===== src/rtl/sv32_ptw_ctrl.sv =====
// Sv32 page-table-walk sequencer.
// Two-level PTE walk, permission check, A/D write-back.
module sv32_ptw_ctrl #(
  parameter int PA_W = 34,
  parameter int XLEN = 32
) (
  input  logic            clk,
  input  logic            rst,
  input  logic            req_valid,
  input  logic [1:0]      req_type,
  input  logic [XLEN-1:0] req_vaddr,
  output logic            req_ready,
  input  logic [XLEN-1:0] satp,
  input  logic [1:0]      msu,
  input  logic            mxr,
  input  logic            sum,
  output logic            bus_req,
  output logic            bus_write,
  output logic [PA_W-1:0] bus_addr,
  output logic [XLEN-1:0] bus_wdata,
  input  logic            bus_ack,
  input  logic            bus_err,
  input  logic [XLEN-1:0] bus_rdata,
  output logic            done,
  output logic [PA_W-1:0] paddr,
  output logic            fault,
  output logic [3:0]      fault_cause
);

  typedef enum logic [2:0] {
    S_IDLE, S_L1_RD, S_L1_CHK, S_L0_RD,
    S_L0_CHK, S_AD_WR, S_DONE
  } state_t;

  state_t          r_state, w_next;
  logic [XLEN-1:0] r_vaddr, r_pte;
  logic [21:0]     r_root;
  logic            r_fetch, r_store;
  logic [1:0]      r_msu;
  logic            r_mxr, r_sum, r_l1leaf;
  logic [PA_W-1:0] r_ptaddr, r_paddr;
  logic            r_fault;
  logic [3:0]      r_cause;

  logic            w_accept, w_bare, w_rd_ack;
  logic            w_set_res, w_res_fault;
  logic [PA_W-1:0] w_res_paddr, w_l1_addr, w_l0_addr;
  logic [PA_W-1:0] w_leaf_paddr;
  logic [3:0]      w_res_cause, w_pf, w_af;
  logic            w_v, w_r, w_w, w_x, w_u, w_a, w_d;
  logic            w_is_l1, w_perm_ok, w_priv_bad;
  logic            w_need_ad;
  logic            w_unused;

  assign w_unused = ^satp[30:22];

  assign w_accept = req_valid && (r_state == S_IDLE);
  assign w_bare   = !satp[31] || (msu == 2'b11);
  assign w_rd_ack = bus_ack && !bus_err &&
                    ((r_state == S_L1_RD) ||
                     (r_state == S_L0_RD));

  assign w_l1_addr = {r_root, 12'b0} +
                     {22'b0, r_vaddr[31:22], 2'b0};
  assign w_l0_addr = {r_pte[31:10], 12'b0} +
                     {22'b0, r_vaddr[21:12], 2'b0};

  assign w_v = r_pte[0];
  assign w_r = r_pte[1];
  assign w_w = r_pte[2];
  assign w_x = r_pte[3];
  assign w_u = r_pte[4];
  assign w_a = r_pte[6];
  assign w_d = r_pte[7];

  assign w_is_l1 = (r_state == S_L1_CHK) ||
                   ((r_state == S_AD_WR) && r_l1leaf);

  assign w_perm_ok = r_fetch ? w_x :
                     r_store ? w_w :
                     (w_r || (w_x && r_mxr));
  assign w_priv_bad =
    (w_u && (r_msu == 2'b01) && (r_fetch || !r_sum)) ||
    (!w_u && (r_msu == 2'b00));
  assign w_need_ad = !w_a || (r_store && !w_d);

  assign w_leaf_paddr = w_is_l1 ?
    {r_pte[31:20], r_vaddr[21:0]} :
    {r_pte[31:10], r_vaddr[11:0]};

  assign w_pf = r_fetch ? 4'd12 : r_store ? 4'd15 : 4'd13;
  assign w_af = r_fetch ? 4'd1  : r_store ? 4'd7  : 4'd5;

  // next state and result to capture on entry to DONE
  always_comb begin
    w_next      = r_state;
    w_set_res   = 1'b0;
    w_res_fault = 1'b0;
    w_res_cause = 4'd0;
    w_res_paddr = '0;
    unique case (r_state)
      S_IDLE: begin
        if (w_accept) begin
          if (w_bare) begin
            w_next      = S_DONE;
            w_set_res   = 1'b1;
            w_res_paddr = {2'b0, req_vaddr};
          end else begin
            w_next = S_L1_RD;
          end
        end
      end
      S_L1_RD, S_L0_RD, S_AD_WR: begin
        if (bus_ack) begin
          if (bus_err) begin
            w_next      = S_DONE;
            w_set_res   = 1'b1;
            w_res_fault = 1'b1;
            w_res_cause = w_af;
          end else if (r_state == S_L1_RD) begin
            w_next = S_L1_CHK;
          end else if (r_state == S_L0_RD) begin
            w_next = S_L0_CHK;
          end else begin
            w_next      = S_DONE;
            w_set_res   = 1'b1;
            w_res_paddr = w_leaf_paddr;
          end
        end
      end
      S_L1_CHK, S_L0_CHK: begin
        w_next      = S_DONE;
        w_set_res   = 1'b1;
        w_res_fault = 1'b1;
        w_res_cause = w_pf;
        if (!w_v || (!w_r && w_w)) begin
          w_next = S_DONE;
        end else if (!(w_r || w_w || w_x)) begin
          if (w_is_l1) begin
            w_next      = S_L0_RD;
            w_set_res   = 1'b0;
            w_res_fault = 1'b0;
            w_res_cause = 4'd0;
          end
        end else if (w_is_l1 &&
                     (r_pte[19:10] != 10'd0)) begin
          w_next = S_DONE;
        end else if (!w_perm_ok || w_priv_bad) begin
          w_next = S_DONE;
        end else if (w_need_ad) begin
          w_next      = S_AD_WR;
          w_set_res   = 1'b0;
          w_res_fault = 1'b0;
          w_res_cause = 4'd0;
        end else begin
          w_res_fault = 1'b0;
          w_res_cause = 4'd0;
          w_res_paddr = w_leaf_paddr;
        end
      end
      S_DONE:  w_next = S_IDLE;
      default: w_next = S_IDLE;
    endcase
  end

  // state, latched request context, PTE and result
  always_ff @(posedge clk or negedge rst) begin
    if (!rst) begin
      r_state  <= S_IDLE;
      r_vaddr  <= '0;
      r_pte    <= '0;
      r_root   <= '0;
      r_fetch  <= 1'b0;
      r_store  <= 1'b0;
      r_msu    <= 2'b00;
      r_mxr    <= 1'b0;
      r_sum    <= 1'b0;
      r_l1leaf <= 1'b0;
      r_ptaddr <= '0;
      r_paddr  <= '0;
      r_fault  <= 1'b0;
      r_cause  <= 4'd0;
    end else begin
      r_state <= w_next;
      if (w_accept) begin
        r_vaddr <= req_vaddr;
        r_root  <= satp[21:0];
        r_fetch <= (req_type == 2'b00);
        r_store <= (req_type == 2'b10);
        r_msu   <= msu;
        r_mxr   <= mxr;
        r_sum   <= sum;
      end
      if (w_rd_ack) begin
        r_pte    <= bus_rdata;
        r_ptaddr <= bus_addr;
      end
      if (r_state == S_L1_CHK) begin
        r_l1leaf <= 1'b1;
      end else if (r_state == S_L0_CHK) begin
        r_l1leaf <= 1'b0;
      end
      if (w_set_res) begin
        r_paddr <= w_res_paddr;
        r_fault <= w_res_fault;
        r_cause <= w_res_cause;
      end
    end
  end

  // bus drive decoded from state so reset drops it at once
  always_comb begin
    bus_addr  = '0;
    bus_wdata = '0;
    unique case (1'b1)
      (r_state == S_L1_RD): bus_addr = w_l1_addr;
      (r_state == S_L0_RD): bus_addr = w_l0_addr;
      (r_state == S_AD_WR): begin
        bus_addr  = r_ptaddr;
        bus_wdata = r_pte | 32'h40 |
                    (r_store ? 32'h80 : 32'h0);
      end
      default: bus_addr = '0;
    endcase
  end

  assign req_ready   = (r_state == S_IDLE);
  assign bus_req     = (r_state == S_L1_RD) ||
                       (r_state == S_L0_RD) ||
                       (r_state == S_AD_WR);
  assign bus_write   = (r_state == S_AD_WR);
  assign done        = (r_state == S_DONE);
  assign paddr       = r_paddr;
  assign fault       = r_fault;
  assign fault_cause = r_cause;

endmodule


===== config.mk =====
export PLATFORM = sky130hd
export DESIGN_NAME = sv32_ptw_ctrl
export DESIGN_NICKNAME = d
export VERILOG_FILES = /design/src/rtl/sv32_ptw_ctrl.sv
export SDC_FILE = /design/constraint.sdc
export NUM_CORES = 1
export LEC_CHECK = 0
export CAP_MARGIN = 15
export CORE_MARGIN = 10
export CORE_UTILIZATION = 49
export CTS_CLUSTER_DIAMETER = 60
export DETAILED_ROUTE_END_ITERATION = 8
export PLACE_DENSITY = 0.8
export SYNTH_ARGS = -nofsm -noshare
export SYNTH_HDL_FRONTEND = slang
export SYNTH_SLANG_ARGS = --single-unit

===== constraint.sdc =====
create_clock -name clk -period 2.7 [get_ports clk]
set_input_delay 0.54 -clock clk [delete_from_list [all_inputs] [get_ports clk]]
set_output_delay 0.54 -clock clk [all_outputs]
set_load 0.02 [all_outputs]

## After elaboration in Yosys (flattened, before gate mapping)

Index checks and enable logic that the tools add are counted.

- Add/sub/neg operators: 2
- Eq/ne operators: 11
- Mux-type cells: 65
- Bitwise gates (word level): 1
- Reductions and logical operators: 40

Operators by type and width:

| kind | count |
|---|---|
| $mux 34 | 9 |
| $pmux 34 s3 | 2 |
| $mux 32 | 3 |
| $add 34x12->34 | 2 |
| $mux 3 | 11 |
| $or 32x8->32 | 1 |
| $mux 1 | 22 |
| $mux 22 | 1 |
| $mux 4 | 5 |
| $mux 2 | 7 |
| $logic_or 1x1->1 | 12 |
| $logic_and 1x1->1 | 11 |
| $reduce_bool 10->1 | 1 |
| $eq 3x3->1 const B | 3 |
| $logic_not 1->1 | 9 |
| $pmux 3 s3 | 1 |
| $mux 8 | 1 |
| $pmux 4 s2 | 1 |
| $eq 3x2->1 const B | 2 |
| $eq 2x2->1 const B | 2 |
| $logic_not 2->1 | 2 |
| $eq 3x1->1 const B | 1 |
| $logic_not 3->1 | 1 |
| $pmux 1 s3 | 1 |
| 8 further kinds | 8 |

- Flip-flop bits (word level): 169
- Input bits: 107

## Depth between registers and ports, before layout

Gate-level depths: netlist of the first run.

- Depth in word-level cells: 11
- Depth in mapped cells: 9
- Depth with buffers taken out: 5

## Worst setup path after synthesis of the first run

Ideal clock, no wire load.

- Kind: reg-to-output
- Start: register r_state[2]
- End: output port bus_addr[14]
- Arrival: 1.656 ns
- Required time: 2.160 ns
- Path slack: 0.504 ns
- Stages on the path, launching flop included: 8
- Buffers on the path: 3
- Cells stage by stage: dfrtp_1 > buf_2 > buf_1 > clkbuf_1 > mux2i_1 > nor2_1 > a31oi_1 > nor2_1

- Cells in the longest elaborated chain, start to end: 2

RTL lines:

| element | RTL line | RTL |
|---|---|---|
| from (decl) | 35 | `state_t r_state, w_next;` |
| from (signal assigned) | 184 | `r_state <= w_next;` |
| $eq 3x3->1, or another cell as far along | 218 | `(r_state == S_AD_WR): begin` |
| $pmux 34 s3 * | 215 | `unique case (1'b1)` |
| to (decl) | 19 | `output logic [PA_W-1:0] bus_addr,` |

Mark *: on every way between the ends. The rest lies on a longest branch, timed or not.

## Worst setup path after layout of the first run

- Start: register r_state[1]
- End: output port bus_write

- Cells in the longest elaborated chain, start to end: 1

RTL lines:

| element | RTL line | RTL |
|---|---|---|
| $eq 3x3->1 | 231 | `assign bus_write = (r_state == S_AD_WR);` |
| to (decl) | 18 | `output logic bus_write,` |

No other way between the ends.

==> results of run 1 <==
-- cell families after synthesis --
family / after synthesis / synth area share [%]
simple gates: 371 / 20.2
flops: 169 / 50.7
compound gates: 137 / 11.5
buf+inv: 71 / 3.88
mux: 104 / 13.5
xor+xnor: 1 / 0.105
-- area by class of cell --
class,count,share of cell area (%)
Inverter,9,0.328
Tap cell,220,2.41
Sequential cell,169,37.0
Clock buffer,18,3.75
Antenna cell,4,0.0875
Multi-Input combinational cell,613,33.3
Clock inverter,14,1.72
Timing Repair Buffer,248,21.4
-- Yosys cell counts (6+ instances only) --
| library cell | number |
|---|---|
| mux2_1 | 6 |
| nor2_1 | 82 |
| a221o_1 | 23 |
| mux2_2 | 65 |
| a211o_1 | 11 |
| buf_1 | 10 |
| inv_1 | 9 |
| clkbuf_1 | 35 |
| and2_1 | 57 |
| mux2i_1 | 33 |
| o21ai_0 | 24 |
| buf_2 | 10 |
| nand3_1 | 12 |
| a31oi_1 | 12 |
| dfrtp_1 | 169 |
| a211oi_1 | 11 |
| nand2_1 | 187 |
| a21oi_1 | 35 |
-- metal layers --
| layer | up-vias | wire length [um] |
|---|---|---|
| met4 | 0 | 638 |
| met1 | 3565 | 11000 |
| met2 | 241 | 12700 |
| met5 | - | 0 |
| met3 | 37 | 1590 |
| li1 | 3343 | - |
-- what timing repair did --
| action | in CTS | in global routing |
|---|---|---|
| pin swaps | 0 | 0 |
| setup endpoints to repair | 65 | 31 |
| setup buffers | 2 | 0 |
| gates resized for setup | 49 | 37 |
-- stage by stage --
step                      cell area, sq um  cells
after CTS                            11400   1291
after detailed placement             10800   1257
final                                11400   1295
after global placement               10800   1257
after floorplan                       8340    853
after global routing                 11400   1294
-- worst paths after layout --
kind / startpoint / end / cells after the start
max: r_state[1] / bus_write / 3
min: rst / r_pte[5] / 1
max reg2reg: r_state[2] / paddr[16] / 9
min reg2reg: r_root[21] / r_root[21] / 2
max in group asynchronous: rst / r_root[16] / 2
min in group clk: r_root[21] / r_root[21] / 2
-- worst max-delay path, stage by stage, from the launching register on --
cell             delay [ns]
dfrtp_2                0.48
and3b_1                0.27
buf_4                  0.23
clkdlybuf4s50_1        0.65
-- report_power, final --
| part | switching, mW | leakage, nW | total (mW) | internal [mW] |
|---|---|---|---|---|
| sequential | 0.839 | 2.19 | 4.40 | 3.56 |
| combinational | 2.93 | 3.42 | 5.29 | 2.36 |
| clock | 1.04 | 0.290 | 2.59 | 1.55 |
| total | 4.81 | 5.90 | 12.3 | 7.48 |
-- state kept, by name, indices dropped and copies added (netlist names) --
| register | cells |
|---|---|
| r_root | 22 |
| r_mxr | 1 |
| fault | 1 |
| r_msu | 2 |
| r_l1leaf | 1 |
| r_fetch | 1 |
| r_store | 1 |
| paddr | 34 |
| r_state | 3 |
| r_ptaddr | 34 |
| r_sum | 1 |
| r_vaddr | 32 |
| fault_cause | 4 |
| r_pte | 32 |
-- placed cells by master, fill, tap and decap left out, types with 2 or more instances in the layout --
master           count
a211o_1             11
a211oi_1            11
a21oi_1             35
a221o_1             23
a22o_1               3
a22oi_1              4
a31oi_1             12
and2_1              57
and3_1               2
buf_12               8
buf_4               34
bufinv_16            4
clkbuf_16           17
clkbuf_2             6
clkdlybuf4s50_1    138
clkinv_2             2
clkinvlp_4           6
dfrtp_1            167
diode_2              4
dlygate4sd2_1       37
dlymetal6s2s_1      22
inv_1                7
mux2_1               6
mux2_2              65
mux2i_1             33
nand2_1            186
nand2b_1             5
nand3_1             12
nor2_1              82
nor2b_1              4
nor3_1               4
nor4_1               2
o211ai_1             2
o21ai_0             24
o221ai_1             2
or2_2                2
==> results.toml, run 1 <==
[status]
status = "complete, no violations"

[timing]
holdWs_ns = 0.0780
max-slew-margin-rel_pct = 53.6
fmax_mhz = 383
final-setup-viol-count = 0
fin_ws_ns = 0.0903
min_period_over_period_pct = 96.7
worst_pin_slew_ns = 0.696
timing.final.crit_period_ns = 2.61
fin_skew_ns = 0.00841
finalSetupTns_ns = 0
rsz0062_at_grt = "false"
hold_violations = 0
slew_violations = 0

[synthesis]
seq_area_frac_synth_pct = 50.7
ys_warn_count = 0
yosysTopAreaCell = "dfrtp_1"
synth_ff_type = "dfrtp_1"
netlist.area_leader.share_pct = 50.7
synthTopCellsByArea = "dfrtp_1, mux2_2, nand2_1"
synth_cells = 853
synth_edf_count = 0
synth_nets = 960
yosysUniqueCellTypes = 53
syn-cell-area_sq_mm = 0.00834
yosys_register_bits = 169
postSynth.asyncResetShare_pct = 100
avgSynthCellArea_sq_um = 9.78

[route]
ant_nets = 0
via_count = 7186
drt_iter0_drc = 528
via_per_inst = 5.55
drtPass1Iterations = 5
wl_per_cell_um = 20.1
wirelength_um = 26000
drc = 0

[place]
globalplace.congestion = 0.886
io_buffer_count = 206
hpwl_um = 18300
pre_cts_ws_ns = 0.0813

[critical_path]
ff2ff_setup_slack_ns = 0.20
arrival_ns = 2.07
start_kind = "flip-flop"
worstPathRequired_ns = 2.16
critPathKind = "reg -> out"
worstPathMaxFanout = 20
critPathCaptureType = "output pin"

[cts]
clkTransAtPathRegs_ns = 0.06
cts_made_buffers = 17
cts.htree.levels = 4
cts_sinks = 169
holdBufCountCts = 0
clk_path_buf_depth = 2
worstSkewPairLatency_ns = 0.43
clock-root-buffer = "clkbuf_16"
cts_tree = "built"

[power_and_ir_drop]
ir_worst_vdd_mv = 0.529
p_leak_nw = 5.90
p_per_area_mw_per_mm2 = 1070
design_power_total_mw = 12.3

[cells_and_area]
area_growth_pct = 37.2
multi_input_area_sq_mm = 0.00381
final_util_pct = 68.8
fin_nets = 1165
drive_gt1_share_pct = 15.1
n_fill_cell = 1253
seq_area_sq_mm = 0.00423

[global_routing]
grt_pass1_vias = 7282
grt_antenna_before_repair = 4
grt_max_degree = 60
grt_usage_pct = 22.8
use_met1_pct = 29.3
overflow = 0
grt_pass1_wl_um = 40500
met2_usage_pct = 37.1
grt_busiest_layer = "met2"
grt_use_met3_pct = 4.56

[run]
drv_cap = 0

[die]
coreArea_sq_mm = 0.0166
rows = 47
dieWidth_um = 150
io_pins = 216
dieArea_sq_mm = 0.0226
die_h_um = 150
start_util_pct = 50.1

[hold_path]
hold_path.class = "in -> async"
Power figures use the tool's default switching activity.
==> inputs of run 2 (changes only) <==
--- a/config.mk
+++ b/config.mk
@@ -11,6 +11,8 @@
 export CTS_CLUSTER_DIAMETER = 60
 export DETAILED_ROUTE_END_ITERATION = 8
 export PLACE_DENSITY = 0.8
+export SKIP_CTS_REPAIR_TIMING = 1
+export SLEW_MARGIN = 20
 export SYNTH_ARGS = -nofsm -noshare
 export SYNTH_HDL_FRONTEND = slang
 export SYNTH_SLANG_ARGS = --single-unit
==> results.toml, run 2 (synthesis results as in run 1) <==
[critical_path]
worstPathMaxFanout = 7
critPathCaptureType = "output pin"
critPathKind = "reg -> out"
worstPathRequired_ns = 2.16
arrival_ns = 2.14
r2r_cells = 9
start_kind = "flip-flop"

[cts]
clk_path_buf_depth = 2
clkTransAtPathRegs_ns = 0.06
clock-root-buffer = "clkbuf_16"
cts.htree.levels = 4
worstSkewPairLatency_ns = 0.43
cts_made_buffers = 17
cts_tree = "built"
cts_sinks = 169

[timing]
worst_pin_slew_ns = 0.707
min_period_over_period_pct = 99.1
final-setup-viol-count = 0
fin_ws_ns = 0.0245
timing.final.crit_period_ns = 2.68
hold_violations = 0
fmax_mhz = 374
slew_violations = 0
rsz0062_at_grt = "false"
fin_skew_ns = 0.00925
max-slew-margin-rel_pct = 52.9

[power_and_ir_drop]
swShare_pct = 39.1
p_per_area_mw_per_mm2 = 1060
clkPwrFrac_pct = 21.0
ir_worst_vdd_mv = 0.534
p_seq_share_pct = 35.6
p_comb_share_pct = 43.4
design_power_total_mw = 12.4
p_sw_mw = 4.84
p_int_mw = 7.52
p_leak_nw = 6.51

[route]
wl_per_cell_um = 20.2
via_count = 7225
drc = 0
drtPass1Iterations = 5
drt_iter0_drc = 560
wirelength_um = 26200
via_per_inst = 5.57
ant_nets = 0

[cells_and_area]
fin_nets = 1166
layout_commonest_cell = "nand2_1"
final_cell_mix = "nand2_1, dfrtp_1, clkdlybuf4s50_1, nor2_1"
n_fill_cell = 1206
drive_gt1_share_pct = 14.6
area_growth_pct = 39.4

[hold_path]
hold_path.class = "in -> async"

[global_routing]
grt_max_degree = 60
grt_pass1_vias = 7255
grt_usage_pct = 22.8
overflow = 0
grt_pass1_wl_um = 40500
grt_antenna_before_repair = 4

[place]
globalplace.congestion = 0.886
io_buffer_count = 206
hpwl_um = 18300
pre_cts_ws_ns = 0.0813

[die]
start_util_pct = 50.1
rows = 47
dieArea_sq_mm = 0.0226
die_h_um = 150
io_pins = 216
dieWidth_um = 150
coreArea_sq_mm = 0.0166

[run]
drv_cap = 0

[status]
status = "complete, no violations"
[run 2: cell count changes in the layout (fill, tap and decap cells not counted), sizes merged]
cell,before,now
clkbuf,24,19
clkdlybuf4s15,1,0
clkdlybuf4s50,138,139
dlymetal6s2s,22,65
dlygate4sd2,37,0
[run 2: per-layer routing]
layer  part of all wire, %  wire [um]  up-vias  GRT usage (%)
met1                    43      11300     3616           29.2
met3                   5.2       1370       41           4.56
met4                   2.6        681        0           9.09
met5                     0          0        -              0
li1                      -          -     3343              -
met2                    49      12900      225           37.1
[run 2: path summary, 6_finish.rpt]
| check | from | end | slack [ns] |
|---|---|---|---|
| max | r_state[2] | bus_req | 0.02 |
| min reg2reg | r_root[21] | r_root[21] | 0.48 |
| min in group clk | r_root[21] | r_root[21] | 0.48 |
| min | rst | fault_cause[3] | 0.08 |
| max in group asynchronous | rst | r_root[16] | 1.93 |
| max reg2reg | r_state[2] | paddr[16] | 0.19 |
[run 2: final cells by class]
type	instances	area [sq um]	share of cell area (%)
antenna	4	10.0	0.0861
sequential	169	4230	36.4
clock buffer	18	429	3.69
tap	220	275	2.37
clock inverter	14	196	1.69
inverter	9	37.5	0.323
timing repair buffer	249	2640	22.7
multi-input combinational	613	3810	32.7
[run 2: power groups by stage]
stage	Combinational, mW	Clock [mW]	Sequential [mW]
6_report	5.36	2.60	4.40
5_1_grt	5.82	2.73	4.51
3_3_place_gp	5.19	0	4.37
3_5_place_dp	5.29	0	4.41
2_1_floorplan	3.08	0	4.41
4_1_cts	5.33	2.63	4.38
[run 2: per-stage QoR]
step	setup TNS, ns	cells	hold WS (ns)	utilization, %	area, sq um
after floorplan	0	853	0.244	-	8340
after global placement	0	1257	0.458	65.0	10800
after detailed placement	0	1257	0.463	65.0	10800
after CTS	-8.38	1289	0.0891	68.7	11400
after global routing	0	1295	0.101	69.9	11600
final	0	1296	0.0788	69.9	11600
[run 2: critical path: stages (launching register included)]
cell,delay [ns]
dfrtp_4,0.54
buf_2,0.19
a21oi_1,0.28
clkdlybuf4s50_1,0.69
